$ cat src/rtl/pixy_reset_pkg.sv
// Shared types for the board reset sequencer.
// State encoding, reset-cause codes and counter sizing.
package pixy_reset_pkg;

   typedef enum logic [1:0] {
      ST_HOLD  = 2'd0,
      ST_STAGE = 2'd1,
      ST_RUN   = 2'd2
   } seq_state_e;

   localparam logic [1:0] CAUSE_POR = 2'b01;
   localparam logic [1:0] CAUSE_BTN = 2'b10;

   // One spare bit above the largest interval so the counter cannot wrap.
   function automatic int cnt_width(input int a, input int b, input int c);
      int m;
      m = a;
      if (b > m) m = b;
      if (c > m) m = c;
      return $clog2(m) + 1;
   endfunction

endpackage

$ cat src/rtl/reset_debounce.sv
// Push-button path: 2-flop synchroniser and debounce filter.
// rise_o flags the edge on which the debounced level goes high.
module reset_debounce
   import pixy_reset_pkg::*;
#(
   parameter int DEBOUNCE_CYCLES = 1024
) (
   input  logic CPUCLK_IN,
   input  logic RESET_IN,
   input  logic req_i,
   output logic level_o,
   output logic rise_o
);

   localparam int CW = $clog2(DEBOUNCE_CYCLES) + 1;
   localparam logic [CW-1:0] LAST = CW'(DEBOUNCE_CYCLES - 1);

   logic          meta_q;
   logic          sync_q;
   logic          level_q;
   logic          level_d;
   logic [CW-1:0] cnt_q;
   logic [CW-1:0] cnt_d;
   logic          differ;
   logic          flip;

   always_comb begin
      differ  = (sync_q != level_q);
      flip    = differ && (cnt_q == LAST);
      level_d = flip ? sync_q : level_q;
      cnt_d   = '0;
      if (differ && !flip) begin
         cnt_d = cnt_q + 1'b1;
      end
   end

   assign level_o = level_q;
   assign rise_o  = flip && !level_q;

   always_ff @(posedge CPUCLK_IN or posedge RESET_IN) begin
      if (RESET_IN) begin
         meta_q  <= 1'b0;
         sync_q  <= 1'b0;
         level_q <= 1'b0;
         cnt_q   <= '0;
      end else begin
         meta_q  <= req_i;
         sync_q  <= meta_q;
         level_q <= level_d;
         cnt_q   <= cnt_d;
      end
   end

endmodule

$ cat src/rtl/reset_sequencer.sv
// 68000 board reset sequencer: timed peripheral release, CPU last,
// with debounced push-button restart and reset-cause register.
module reset_sequencer
   import pixy_reset_pkg::*;
#(
   parameter int HOLD_CYCLES     = 50000,
   parameter int STAGE_GAP       = 16,
   parameter int NUM_STAGES      = 2,
   parameter int DEBOUNCE_CYCLES = 1024
) (
   input  logic                  CPUCLK_IN,
   input  logic                  RESET_IN,
   input  logic                  REQ_IN,
   output logic                  RESET,
   output logic                  HALT,
   output logic                  RUN,
   output logic [NUM_STAGES-1:0] PERIPH_RESET,
   output logic [1:0]            RESET_CAUSE
);

   localparam int CW = cnt_width(HOLD_CYCLES,
                                 NUM_STAGES * STAGE_GAP,
                                 DEBOUNCE_CYCLES);
   localparam int SW = $clog2(NUM_STAGES + 1);

   localparam logic [CW-1:0] HOLD_LAST = CW'(HOLD_CYCLES - 1);
   localparam logic [CW-1:0] GAP_LAST  = CW'(STAGE_GAP - 1);
   localparam logic [SW-1:0] STG_END   = SW'(NUM_STAGES);
   localparam logic [NUM_STAGES-1:0] ONE = NUM_STAGES'(1);

   seq_state_e            state_q;
   logic [CW-1:0]         cnt_q;
   logic [SW-1:0]         stg_q;
   logic                  reset_q;
   logic                  halt_q;
   logic                  run_q;
   logic [NUM_STAGES-1:0] periph_q;
   logic [1:0]            cause_q;

   logic btn_level;
   logic btn_rise;

   reset_debounce #(
      .DEBOUNCE_CYCLES(DEBOUNCE_CYCLES)
   ) u_debounce (
      .CPUCLK_IN(CPUCLK_IN),
      .RESET_IN (RESET_IN),
      .req_i    (REQ_IN),
      .level_o  (btn_level),
      .rise_o   (btn_rise)
   );

   always_ff @(posedge CPUCLK_IN or posedge RESET_IN) begin
      if (RESET_IN) begin
         state_q  <= ST_HOLD;
         cnt_q    <= '0;
         stg_q    <= '0;
         reset_q  <= 1'b1;
         halt_q   <= 1'b1;
         run_q    <= 1'b0;
         periph_q <= '1;
         cause_q  <= CAUSE_POR;
      end else if (btn_rise) begin
         state_q  <= ST_HOLD;
         cnt_q    <= '0;
         stg_q    <= '0;
         reset_q  <= 1'b1;
         halt_q   <= 1'b1;
         run_q    <= 1'b0;
         periph_q <= '1;
         cause_q  <= CAUSE_BTN;
      end else if (btn_level) begin
         // Button still held: park at the start of the hold window.
         state_q <= ST_HOLD;
         cnt_q   <= '0;
         stg_q   <= '0;
      end else begin
         unique case (state_q)
            ST_HOLD: begin
               if (cnt_q == HOLD_LAST) begin
                  periph_q[0] <= 1'b0;
                  state_q     <= ST_STAGE;
                  cnt_q       <= '0;
                  stg_q       <= SW'(1);
               end else begin
                  cnt_q <= cnt_q + 1'b1;
               end
            end
            ST_STAGE: begin
               if (cnt_q == GAP_LAST) begin
                  cnt_q <= '0;
                  if (stg_q == STG_END) begin
                     reset_q <= 1'b0;
                     halt_q  <= 1'b0;
                     run_q   <= 1'b1;
                     state_q <= ST_RUN;
                  end else begin
                     periph_q <= periph_q & ~(ONE << stg_q);
                     stg_q    <= stg_q + 1'b1;
                  end
               end else begin
                  cnt_q <= cnt_q + 1'b1;
               end
            end
            ST_RUN: begin
               state_q <= ST_RUN;
            end
            default: begin
               state_q <= ST_HOLD;
            end
         endcase
      end
   end

   assign RESET        = reset_q;
   assign HALT         = halt_q;
   assign RUN          = run_q;
   assign PERIPH_RESET = periph_q;
   assign RESET_CAUSE  = cause_q;

endmodule
$ cat config.mk
export PLATFORM = sky130hd
export DESIGN_NAME = reset_sequencer
export DESIGN_NICKNAME = d
export VERILOG_FILES = /design/src/rtl/pixy_reset_pkg.sv /design/src/rtl/reset_debounce.sv /design/src/rtl/reset_sequencer.sv
export SDC_FILE = /design/constraint.sdc
export NUM_CORES = 1
export LEC_CHECK = 0
export ABC_AREA = 1
export ABC_CLOCK_PERIOD_IN_PS = 4700
export BUFFER_PORTS_ARGS = -buffer_cell sky130_fd_sc_hd__buf_2
export CAP_MARGIN = 20
export CORE_ASPECT_RATIO = 1.2
export CORE_UTILIZATION = 45
export DETAILED_ROUTE_END_ITERATION = 7
export PLACE_DENSITY = 0.57
export SLEW_MARGIN = 25
export SYNTH_ARGS = -nofsm -noshare
export SYNTH_HDL_FRONTEND = slang
export SYNTH_SLANG_ARGS = --single-unit
$ cat constraint.sdc
create_clock -name CPUCLK_IN -period 4.7 [get_ports CPUCLK_IN]
set_clock_uncertainty 0.1 [all_clocks]
set_input_delay 0 -clock CPUCLK_IN [delete_from_list [all_inputs] [get_ports CPUCLK_IN]]
set_output_delay 0 -clock CPUCLK_IN [all_outputs]
set_load 0.03 [all_outputs]
; ---- Word level (Yosys, flattened, before mapping)
; Index checks and enable logic that the tools add are counted.
[word_totals]
word_cells = 84
ff_bits = 41
out_inout_bits = 7
input_bits = 3
[classes]
n_addsub = 3
n_bitwise = 2
reduce_logical = 16
mux = 34
eq_ne = 16
shift = 1
[ops]
columns = cell, count
row1 = 17-bit 2-to-1 mux, 4
row2 = 17-bit one-hot mux with 2 select lines, 1
row3 = 2-bit 2-to-1 mux, 13
row4 = "17-bit by 1-bit adder with 17-bit output, second input constant", 1
row5 = "17-bit by 16-bit equality test with 1-bit output, second input constant", 1
row6 = "17-bit by 4-bit equality test with 1-bit output, second input constant", 1
row7 = "4-bit by 3-bit inequality test with 1-bit output, second input constant", 4
row8 = 1-bit 2-to-1 mux, 12
row9 = 4-bit AND reduction, 3
row10 = "11-bit by 1-bit adder with 11-bit output, second input constant", 1
row11 = "11-bit by 10-bit equality test with 1-bit output, second input constant", 1
row12 = 11-bit 2-to-1 mux, 1
row13 = "3-bit inequality test, second input constant", 3
row14 = 2-bit one-hot mux with 3 select lines, 1
row15 = 2-bit nonzero test, 3
row16 = 5-bit AND reduction, 1
row17 = "2-bit equality test, second input constant", 2
row18 = "2-bit inequality test, second input constant", 2
row19 = 2-bit one-hot mux with 2 select lines, 1
row20 = 4-bit nonzero test, 1
row21 = 1-bit logical AND, 3
row22 = 3-bit AND reduction, 1
row23 = 3-bit nonzero test, 1
row24 = "2-bit by 1-bit adder with 2-bit output, second input constant", 1
row25 = 8 further kinds, 9

; ---- Logic depth before layout (Yosys ltp)
; Gate-level depths: netlist (run 1).
[logic_depth]
ltp_word = 8
depth_mapped = 11
depth_no_buf = 11

; ---- By module
; From an unflattened synthesis (run 1), not the netlist that was laid out.
[hier_totals]
hier_cells = 315
hier_area_um2 = 2528.7
[by_module_without_submodules]
columns = mod, seq_area_each_um2, cells_each, area_per_inst_um2, n_inst
row1 = reset_sequencer, 680.7, 242, 1831.8, 1
row2 = reset_debounce, 350.3, 73, 696.9, 1

; ---- Worst setup path after synthesis (run 1)
; OpenSTA, ideal clock, no wires.
[synth_path]
kind = register -> register
start = reg u_debounce.cnt_q[0]
end = reg cnt_q[11]
stages_incl_launch_ff = 10
slack_ps = 3017
arrival_time_ps = 1460
period_less_slack_ps = 1683
setup_time_ps = 123
path_cell_list = dfrtp_1 ha_1 nand2_1 nor2_4 nand4_4 nand3_4 inv_2 buf_6 nor3b_1 nor2_1
[synth_via]
elab_chain_cells = 4
[synth_lines]
columns = element, line_no
row1 = "start, declared", reset_debounce.sv:22  ; logic [CW-1:0] cnt_q;
row2 = "start signal, assigned", reset_debounce.sv:50  ; cnt_q <= cnt_d;
row3 = 11-bit by 10-bit equality test with 1-bit output *, reset_debounce.sv:29  ; flip = differ && (cnt_q == LAST);
row4 = 1-bit logical AND *, reset_debounce.sv:29
row5 = 1-bit logical AND *, reset_debounce.sv:38  ; assign rise_o = flip && !level_q;
row6 = 4-bit nonzero test (no line) / 17-bit 2-to-1 mux (equally long branches), -
row7 = "end signal, assigned", reset_sequencer.sv:86  ; cnt_q <= cnt_q + 1'b1;
row8 = "end signal, assigned", reset_sequencer.sv:102  ; cnt_q <= cnt_q + 1'b1;
row9 = "end, declared", reset_sequencer.sv:32  ; logic [CW-1:0] cnt_q;
; Mark *: on every way between the ends. The rest lies on a longest branch, timed or not.
; A chain may end at the register's enable or synchronous reset.

; ---- Worst setup path in the final report (run 1)
[layout_path]
start = reg cnt_q[0]
end = reg cnt_q[2]
[layout_via]
elab_chain_cells = 5
[layout_lines]
columns = element, line_no
row1 = 17-bit by 1-bit adder with 17-bit output (tied with other cells), "reset_sequencer.sv:86, reset_sequencer.sv:102"
row2 = "17-bit 2-to-1 mux, on equally long branches", "reset_sequencer.sv:90, reset_sequencer.sv:80"
row3 = 17-bit one-hot mux with 2 select lines *, reset_sequencer.sv:78  ; unique case (state_q)
row4 = 17-bit 2-to-1 mux *, reset_sequencer.sv:72  ; end else if (btn_level) begin
row5 = 17-bit 2-to-1 mux *, reset_sequencer.sv:63  ; end else if (btn_rise) begin
; Marked as above.

==> results.cfg, run 1 <==
[route]
dr_wl_met2_um = 2144
postRouteAntennaNets = 0
met3_wirelength_um = 118
final_routed_wirelength_um = 4546
routedWlPerCell_um = 12.12
via_per_inst = 4.912
top_layer = met4
post-route-drc-count = 0
routedLengthMet1_um = 2173
first_pass_iteration_count_of_the_detailed_router = 4
detailedRoute.firstIterationViolations = 98
via_count = 1842

[finish]
layout.nets = 325
area.growth.synth_to_final_pct = 10.13
antenna-diode-count = 0
finalCoreUtilization_pct = 51.49
fin_area_mm2 = 0.002544
drive_above_1_share_pct = 11.75

[run_status]
run_status = completed

[critical_path]
timing.critical_path.from = cnt_q[0]
cp.required_ps = 4790
critical_path_class = flop to flop
timing.critical_path.slowest_cell_delay_ps = 400
r2r_setup_slk_ps = 2720
critical_path_launch_point_type = flop
critical_path.cell_chain = ha_1 -> nand3_1 -> nor2_1 -> nand3_1 -> nand2_1 -> nand2_1 -> nand2_1 -> nand2_4 -> inv_2 -> nor2_1
origin_of_the_critical_flop_to_flop_path = cnt_q[0]
worstPathArrival_ps = 2070
cp_max_fo = 8
worst-r2r-cell-count = 10
endpoint_kind = flop
critical_path.slowest_cell = dfrtp_1
timing.rr.end = cnt_q[2]
path_delay_family = simple AND/OR/NAND/NOR gates
most_frequent_cell_on_the_critical_path = nand2_1
cp_buf_inv_count = 1

[clocking]
clockBufferDepth = 2
inserted_clock_buffers = 5
holdBufCountCts = 2
clock_latency_of_the_later_clocked_register_in_the_worst_skew_pair_ps = 290
clock_tree.htree_level_count = 2
post_cts.resized_instances = 0
cts_root_buf = clkbuf_8
tritoncts = yes
path_clk_slew_ps = 80
post-cts-setup-buffers = 0
cts_sinks = 41

[floorplanning]
num_io_pins = 10
floorplan.die.width_um = 67.40
dieArea_mm2 = 0.005424
fp.coreArea_mm2 = 0.004940
floorplan.rows = 28
start_util_pct = 46.76
die_y_um = 80.48

[grt]
initial_antenna_violation_count = 0
grt_pass1_wl_um = 7790
groute.usage.overall_pct = 19.08
grt_overflow_total = 0
grt_pass1_vias = 1838
grt_max_degree = 42

[sta]
tns_ps = 0
report.final.setup_viol = 0
slew_violations = 0
layout_min_cycle_time_ps = 1977
slew_hr_pct = 65.34
min_hold_slack_ps = 252.5
worst_pin_slew_ps = 519.9
fin_crit_sh_pct = 42.07
hold_viol = 0
max_clock_freq_mhz = 505.8
unrepaired_setup_endpoints_after_global_routing = false

[power]
standby_leakage_power_nw = 1.272
p_total_w = 0.0006672
power_per_cell_area_mw_per_mm2 = 262.3
vdd_ir_drop_max_mv = 0.1818

[synth]
synth_area_mm2 = 0.002310
synth_top_area_cell = dfrtp_1
postSynth.topFlopCell = dfrtp_1
post_synth_most_frequent_cells = nand2_1 (72), nor2_1 (62), dfrtp_1 (37)
synth-warning-count = 0
yosysUniqueCellTypes = 30
synth_edf_count = 0
syn-mean-instance-area_um2 = 7.751
postSynthRegisterBits = 41
async_flop_share_pct = 100.0
netlist.area_leader.share_pct = 40.09
syn_nets = 309
ys_top_cells_by_area = dfrtp_1 (40%), nand2_1 (12%), nor2_1 (10%)
synth.yosys.seq_area_share_pct = 44.64
postSynthCellCount = 298
synth_most_common_cell = nand2_1

[worst_hold_path]
hold_path_end = u_debounce.meta_q
timing.hold.worst.start = REQ_IN
hold_path_class = input port to flop
hold_depth = 2

[place]
routabilityCongestion = 0.8229
placedInstanceArea_mm2 = 0.002407
hpwlAfterDp_um = 3405
numPortBuffers = 9

[run]
timing.max_cap.violations = 0
==> report_power, final <==
part	internal [W]	leakage [nW]	total (W)	switching [W]
sequential	0.000356	0.537	0.000358	0.00000215
combinational	0.00000437	0.677	0.0000154	0.0000110
clock	0.000173	0.0585	0.000294	0.000121
==> cell type report <==
cell class	instances	area, µm²
fill	485	2396
multi-input combinational	219	1115
sequential	41	1031
inverter	35	133.9
clock buffer	7	86.33
tap	60	75.07
timing repair buffer	12	72.57
clock inverter	1	30.03
==> worst reg2reg max path, stage by stage, from the launching register on <==
cell	delay (ps)
dfrtp_1	400
ha_1	180
nand3_1	180
nor2_1	260
nand3_1	190
nand2_1	100
nand2_1	70
nand2_1	120
nand2_4	110
inv_2	130
nor2_1	60
==> routing by layer <==
layer | GRT usage [%] | vias up
met5 | 0 | -
met4 | 9.149 | 0
met3 | 4.261 | 11
met2 | 31.20 | 25
met1 | 23.21 | 834
li1 | - | 972
==> layout by cell type, fill, tap and decap left out, types with 2 or more instances in the layout <==
cell type      synthesis  routed
nand2_1               72      72
dlygate4sd3_1          0       2
clkbuf_8               0       6
dfrtp_1               37      37
o21ai_0               13      13
nor2_1                62      62
buf_2                  0       9
nand2_2                4       4
a21oi_1                4       4
xor2_1                 8       8
dfstp_2                4       4
nand4_1                9       9
ha_1                   8       8
inv_2                  3       3
nor3b_1                2       2
nand3_1               17      17
nor3_1                 6       6
nor2_4                 3       3
inv_1                 31      31
==> stage by stage <==
stage | setup WS [ps] | instances
2_1_floorplan | 3017 | 298
3_3_place_gp | 2784 | 365
3_5_place_dp | 2747 | 365
4_1_cts | 2727 | 375
5_1_grt | 2506 | 375
6_report | 2723 | 375
==> cells by family (layout without fill, tap and decap cells) <==
family,Yosys count,count (layout),share of synthesized area [%]
AO/OA/AOI/OAI,22,22,5.418
AND/OR/NAND/NOR,180,180,35.10
flip-flops,41,41,44.64
adder cells (fa/ha/maj),8,8,4.334
buffers and inverters,38,55,7.097
XOR/XNOR,9,9,3.413
==> registers in the layout, summed over array words and instances (netlist names) <==
register	flops
PERIPH_RESET	2
RUN	1
cnt_q	17
stg_q	2
u_debounce.meta_q	1
HALT	1
state_q	2
RESET_CAUSE	2
u_debounce.level_o	1
u_debounce.sync_q	1
u_debounce.cnt_q	11
==> worst max path at each step <==
stage / end / slack [ps] / cells past startpoint
floorplan: cnt_q[11] / 3020 / 9
global placement: cnt_q[2] / 2780 / 10
detailed placement: cnt_q[15] / 2750 / 10
CTS: cnt_q[2] / 2730 / 10
global route: cnt_q[8] / 2510 / 10
finish: cnt_q[2] / 2720 / 10
(Power assumes the default switching activity.)
==> run 2: changes to the inputs <==
Settings changed: ABC_AREA 1 to 0, ABC_CLOCK_PERIOD_IN_PS 4700 to 1800, PLACE_DENSITY 0.57 to 0.6.
Clock period 4.7 ns to 1.8 ns, I/O delays scaled along.
==> results.cfg, run 2 <==
[run_status]
run_status = finished with violations
violations = setup timing

[place]
routabilityCongestion = 0.8485
placedInstanceArea_mm2 = 0.002838
hpwlAfterDp_um = 3767
numPlacedInstances = 350
numPortBuffers = 9

[finish]
area.growth.synth_to_final_pct = 40.92
layout.nets = 318
regMostFlops = cnt_q
fin_area_mm2 = 0.003154
filler_cell_count = 370
biggest_regs = cnt_q: 17 flops, u_debounce.cnt_q: 11 flops
largest_register_ffs = 17
mostFrequentLayoutCell = buf_4
layout.cells.non_filler = 366
final_cell_mix = buf_4 (65), dfrtp_1 (37), nor2_1 (20), nand3_1 (13), xnor2_1 (13)
drive_above_1_share_pct = 43.51
antenna-diode-count = 0

[synth]
ys_top_cells_by_area = dfrtp_1 (41%), xnor2_1 (5.1%), dfstp_2 (4.7%)
netlist.area_leader.share_pct = 41.36
synth_top_area_cell = dfrtp_1
postSynth.topFlopCell = dfrtp_1
syn_nets = 238
postSynthCellCount = 227
async_flop_share_pct = 100.0
synth.yosys.seq_area_share_pct = 46.06
synth_area_mm2 = 0.002238
yosysUniqueCellTypes = 51
synth_edf_count = 0
syn-mean-instance-area_um2 = 9.861
post_synth_most_frequent_cells = dfrtp_1 (37), nor2_1 (28), nand3_1 (14)
synth-warning-count = 0
synth_most_common_cell = dfrtp_1
postSynthRegisterBits = 41

[critical_path]
cp.required_ps = 1910
endpoint_kind = flop
r2r_setup_slk_ps = -280
origin_of_the_critical_flop_to_flop_path = cnt_q[7]
worst-r2r-cell-count = 6
timing.rr.end = state_q[0]
worstPathArrival_ps = 2190
critical_path_launch_point_type = flop
cp_max_fo = 4
critical_path_class = flop to flop

[grt]
grt_max_degree = 42
initial_antenna_violation_count = 0
grt_overflow_total = 0
grt_pass1_wl_um = 8970
grt_pass1_vias = 2039
groute.usage.overall_pct = 22.53

[floorplanning]
start_util_pct = 47.67
floorplan.die.width_um = 66.39
die_y_um = 79.26
floorplan.rows = 27
dieArea_mm2 = 0.005262
num_io_pins = 10
fp.coreArea_mm2 = 0.004696

[power]
comb_power_share_pct = 3.4
swShare_pct = 21.30
vdd_ir_drop_max_mv = 0.3583
power.net_switching_w = 0.0003415
power.share.sequential_pct = 58.1
standby_leakage_power_nw = 1.411
pwr-share-clk_pct = 38.5
power_per_cell_area_mw_per_mm2 = 508.2
internal-power_w = 0.001262

[worst_hold_path]
hold_depth = 2
hold_path_end = u_debounce.meta_q
timing.hold.worst.start = REQ_IN
hold_path_class = input port to flop

[sta]
unrepaired_setup_endpoints_after_global_routing = true
slew_violations = 0
hold_viol = 0
fin_crit_sh_pct = 115.6
timing.final.ws_setup_ps = -280.3
worst_pin_slew_ps = 516.9
report.final.setup_viol = 24
layout_min_cycle_time_ps = 2080
slew_hr_pct = 65.54
max_clock_freq_mhz = 480.7

[clocking]
clock_tree.htree_level_count = 2
cts_root_buf = clkbuf_8
inserted_clock_buffers = 5
clock_latency_of_the_later_clocked_register_in_the_worst_skew_pair_ps = 290
clockBufferDepth = 2
tritoncts = yes
path_clk_slew_ps = 80
cts_sinks = 41

[route]
final_routed_wirelength_um = 5262
first_pass_iteration_count_of_the_detailed_router = 4
detailedRoute.firstIterationViolations = 110
via_count = 1943
routedWlPerCell_um = 14.38
post-route-drc-count = 0
postRouteAntennaNets = 0
via_per_inst = 5.309

[run]
timing.max_cap.violations = 0
[run 2: cell count changes in the layout (fill, tap and decap cells not counted), sizes merged, moves of 8 or more]
cell	delta
inv	-25
buf	+71
nor2	-37
a21oi	+8
nand2	-66
xnor2	+12
[run 2: kinds of logic after synthesis]
logic type,count (synthesis),share of synthesized area [%]
adders and majority gates,8,4.472
and+or+nand+nor,92,22.41
buffers and inverters,21,4.024
DFF,41,46.06
AOI/OAI and AO/OA,44,14.81
xor gates and xnor gates,21,8.217
[run 2: per-layer routing]
metal / up-vias / share of wire, % / track usage [%]
met2: 32 / 53 / 40.20
met3: 9 / 2.2 / 4.310
li1: 957 / - / -
met4: 0 / 1.6 / 9.574
met5: - / 0 / 0
met1: 945 / 43 / 25.64
[run 2: power by group through the flow]
stage | combinational, W | sequential [W] | clock (W)
floorplan | 0.0000275 | 0.000951 | 0
global placement | 0.0000509 | 0.000950 | 0
detailed placement | 0.0000518 | 0.000950 | 0
CTS | 0.0000558 | 0.000932 | 0.000637
global route | 0.0000625 | 0.000933 | 0.000675
finish | 0.0000539 | 0.000932 | 0.000617
[run 2: how the worst max path moves through the flow]
stage	slack, ps	start	to
CTS	-220	cnt_q[7]	cnt_q[16]
detailed placement	-280	cnt_q[13]	PERIPH_RESET[1]
finish	-280	cnt_q[7]	state_q[0]
global route	-320	cnt_q[7]	state_q[0]
floorplan	-180	cnt_q[13]	state_q[0]
global placement	-210	cnt_q[13]	PERIPH_RESET[1]
[run 2: per-stage QoR]
step	hold slack (ps)	power, W	TNS, ps	util [%]	worst slack, ps
3_5_place_dp	9.667	0.001002	-4966	60.43	-281.3
3_3_place_gp	11.42	0.001001	-3971	60.43	-214.5
6_report	248.4	0.001603	-5039	67.17	-280.3
4_1_cts	243.0	0.001625	-4436	64.51	-222.3
5_1_grt	257.2	0.001670	-6343	67.17	-322.6
2_1_floorplan	-68.57	0.0009781	-2929	-	-175.2
[run 2: cell type report]
cell class              instances  area (µm²)  area share (%)
clock buffers                   8       90.09           2.856
flip-flops and latches         41        1031           32.69
multi-input cells             165        1279           40.54
well taps                      58       72.57           2.301
inverters                      11       41.29           1.309
repair buffers                 83       640.6           20.31
[run 2: repair_timing]
action / CTS / global route
endpoints found under the hold margin: 38 / 0
pin swaps: 9 / 9
buffers inserted: 3 / 3
endpoints found under the setup margin: 24 / 25
hold buffers: 2 / 0
resized for setup: 15 / 25
[run 2: critical path, stage by stage, from the launching register on]
cell and delay, ps:
dfrtp_1 380, or4_4 560, or2_4 290, o31ai_4 260, buf_4 180, nand3_2 70
a21oi_2 160
==> run 3: changes to the inputs <==
Settings changed: REMOVE_ABC_BUFFERS set to 1.
==> results.cfg, run 3 (synthesized netlist as in run 2, its figures left out) <==
[run_status]
run_status = finished with violations
violations = setup timing

[floorplanning]
start_util_pct = 47.67
fp.coreArea_mm2 = 0.004696
die_y_um = 79.26
num_io_pins = 10
floorplan.die.width_um = 66.39
floorplan.rows = 27
dieArea_mm2 = 0.005262

[sta]
timing.final.ws_setup_ps = -296.6
report.final.setup_viol = 24
slew_hr_pct = 65.63
slew_violations = 0
layout_min_cycle_time_ps = 2097
unrepaired_setup_endpoints_after_global_routing = true
max_clock_freq_mhz = 477.0
worst_pin_slew_ps = 515.6
fin_crit_sh_pct = 116.5
hold_viol = 0

[critical_path]
cp.required_ps = 1900
timing.critical_path.slowest_cell_delay_ps = 560
critical_path.slowest_cell = or4_4
critical_path_class = flop to flop
cp_max_fo = 5
critical_path_launch_point_type = flop
critical_path.cell_chain = or4_4 -> nor4_4 -> buf_4 -> o22ai_2 -> a211oi_1
endpoint_kind = flop
worstPathArrival_ps = 2200

[place]
routabilityCongestion = 0.9366
hpwlAfterDp_um = 3711
numPortBuffers = 9
placedInstanceArea_mm2 = 0.002718
pre_cts_slack_ps = -273.3

[route]
post-route-drc-count = 0
final_routed_wirelength_um = 5258
routedWlPerCell_um = 14.98
via_per_inst = 5.419
detailedRoute.firstIterationViolations = 95
postRouteAntennaNets = 0
via_count = 1902
first_pass_iteration_count_of_the_detailed_router = 4

[finish]
biggest_regs = cnt_q: 17 flops, u_debounce.cnt_q: 11 flops
largest_register_ffs = 17
regMostFlops = cnt_q
area.growth.synth_to_final_pct = 34.32
mostFrequentLayoutCell = buf_4
drive_above_1_share_pct = 38.57
layout.nets = 303
antenna-diode-count = 0
final_cell_mix = buf_4 (54), dfrtp_1 (37), nor2_1 (26), xnor2_1 (13), inv_1 (11)
fin_area_mm2 = 0.003007
filler_cell_count = 404

[clocking]
cts_sinks = 41
cts_root_buf = clkbuf_8
tritoncts = yes
clock_latency_of_the_later_clocked_register_in_the_worst_skew_pair_ps = 300
clock_tree.htree_level_count = 2
clockBufferDepth = 2
inserted_clock_buffers = 5
path_clk_slew_ps = 80

[grt]
initial_antenna_violation_count = 0
grt_overflow_total = 0
grt_pass1_wl_um = 8521
grt_max_degree = 42
grt_pass1_vias = 1909
groute.usage.overall_pct = 21.68

[worst_hold_path]
hold_path_class = flop to flop

[power]
vdd_ir_drop_max_mv = 0.2841
power_per_cell_area_mw_per_mm2 = 524.3
standby_leakage_power_nw = 1.369

[run]
timing.max_cap.violations = 0
## run 3: layer usage
layer | GRT usage, % | wire length, µm | vias to the layer above
met5 | 0 | 0 | -
met2 | 38.16 | 2739 | 26
met3 | 4.454 | 123 | 10
li1 | - | - | 933
met4 | 9.149 | 111 | 0
met1 | 24.98 | 2283 | 933
## run 3: power breakdown
group          switching [W]  internal [W]  leakage (nW)
sequential        0.00000335      0.000928         0.537
combinational      0.0000344     0.0000216         0.790
clock               0.000316      0.000272        0.0422
total               0.000354       0.00122          1.37
## run 3: final timing paths
check / startpoint / end / slack [ps] / depth (start not counted)
setup / recovery: cnt_q[13] / stg_q[0] / -300 / 5
hold / removal: u_debounce.meta_q / u_debounce.sync_q / 260 / 0
setup reg to reg: cnt_q[13] / stg_q[0] / -300 / 5
hold reg to reg: u_debounce.meta_q / u_debounce.sync_q / 260 / 0
max in group asynchronous: RESET_IN / PERIPH_RESET[1] / 960 / 4
min in group asynchronous: RESET_IN / u_debounce.cnt_q[2] / 270 / 4
## run 3: area by class of cell
| class | instances | area [µm²] | area share, % |
|---|---|---|---|
| Sequential cell | 41 | 1031 | 34.29 |
| Inverter | 11 | 41.29 | 1.373 |
| Clock inverter | 1 | 5.005 | 0.1665 |
| Clock buffer | 7 | 76.32 | 2.538 |
| Multi-Input combinational cell | 165 | 1267 | 42.16 |
| Timing Repair Buffer | 68 | 513.0 | 17.06 |
| Tap cell | 58 | 72.57 | 2.414 |
## run 3: critical path, delay by kind of cell (launching register included)
family	cells	cell delay [ps]
and+or+nand+nor	2	990
DFF	1	380
buffers and inverters	1	210
AOI/OAI and AO/OA	2	310
## run 3: repair_timing
item                                    CTS  global route
resized for setup                        16            23
setup buffers                             3             2
hold buffers                              2             0
pin swaps                                11            11
hold endpoints to repair                 38             0
endpoints found under the setup margin   24            24
## run 3: metrics by stage
| stage | instances | power (W) | util [%] | hold WS [ps] | setup TNS (ps) |
|---|---|---|---|---|---|
| 6_report | 351 | 0.001576 | 64.03 | 255.6 | -4898 |
| 5_1_grt | 351 | 0.001654 | 64.03 | 260.8 | -6139 |
| 4_1_cts | 350 | 0.001594 | 61.63 | 256.1 | -4625 |
| 3_5_place_dp | 337 | 0.001004 | 57.87 | 9.839 | -5443 |
| 3_3_place_gp | 337 | 0.001002 | 57.87 | 11.88 | -5107 |
| 2_1_floorplan | 217 | 0.0009781 | - | -68.57 | -4694 |
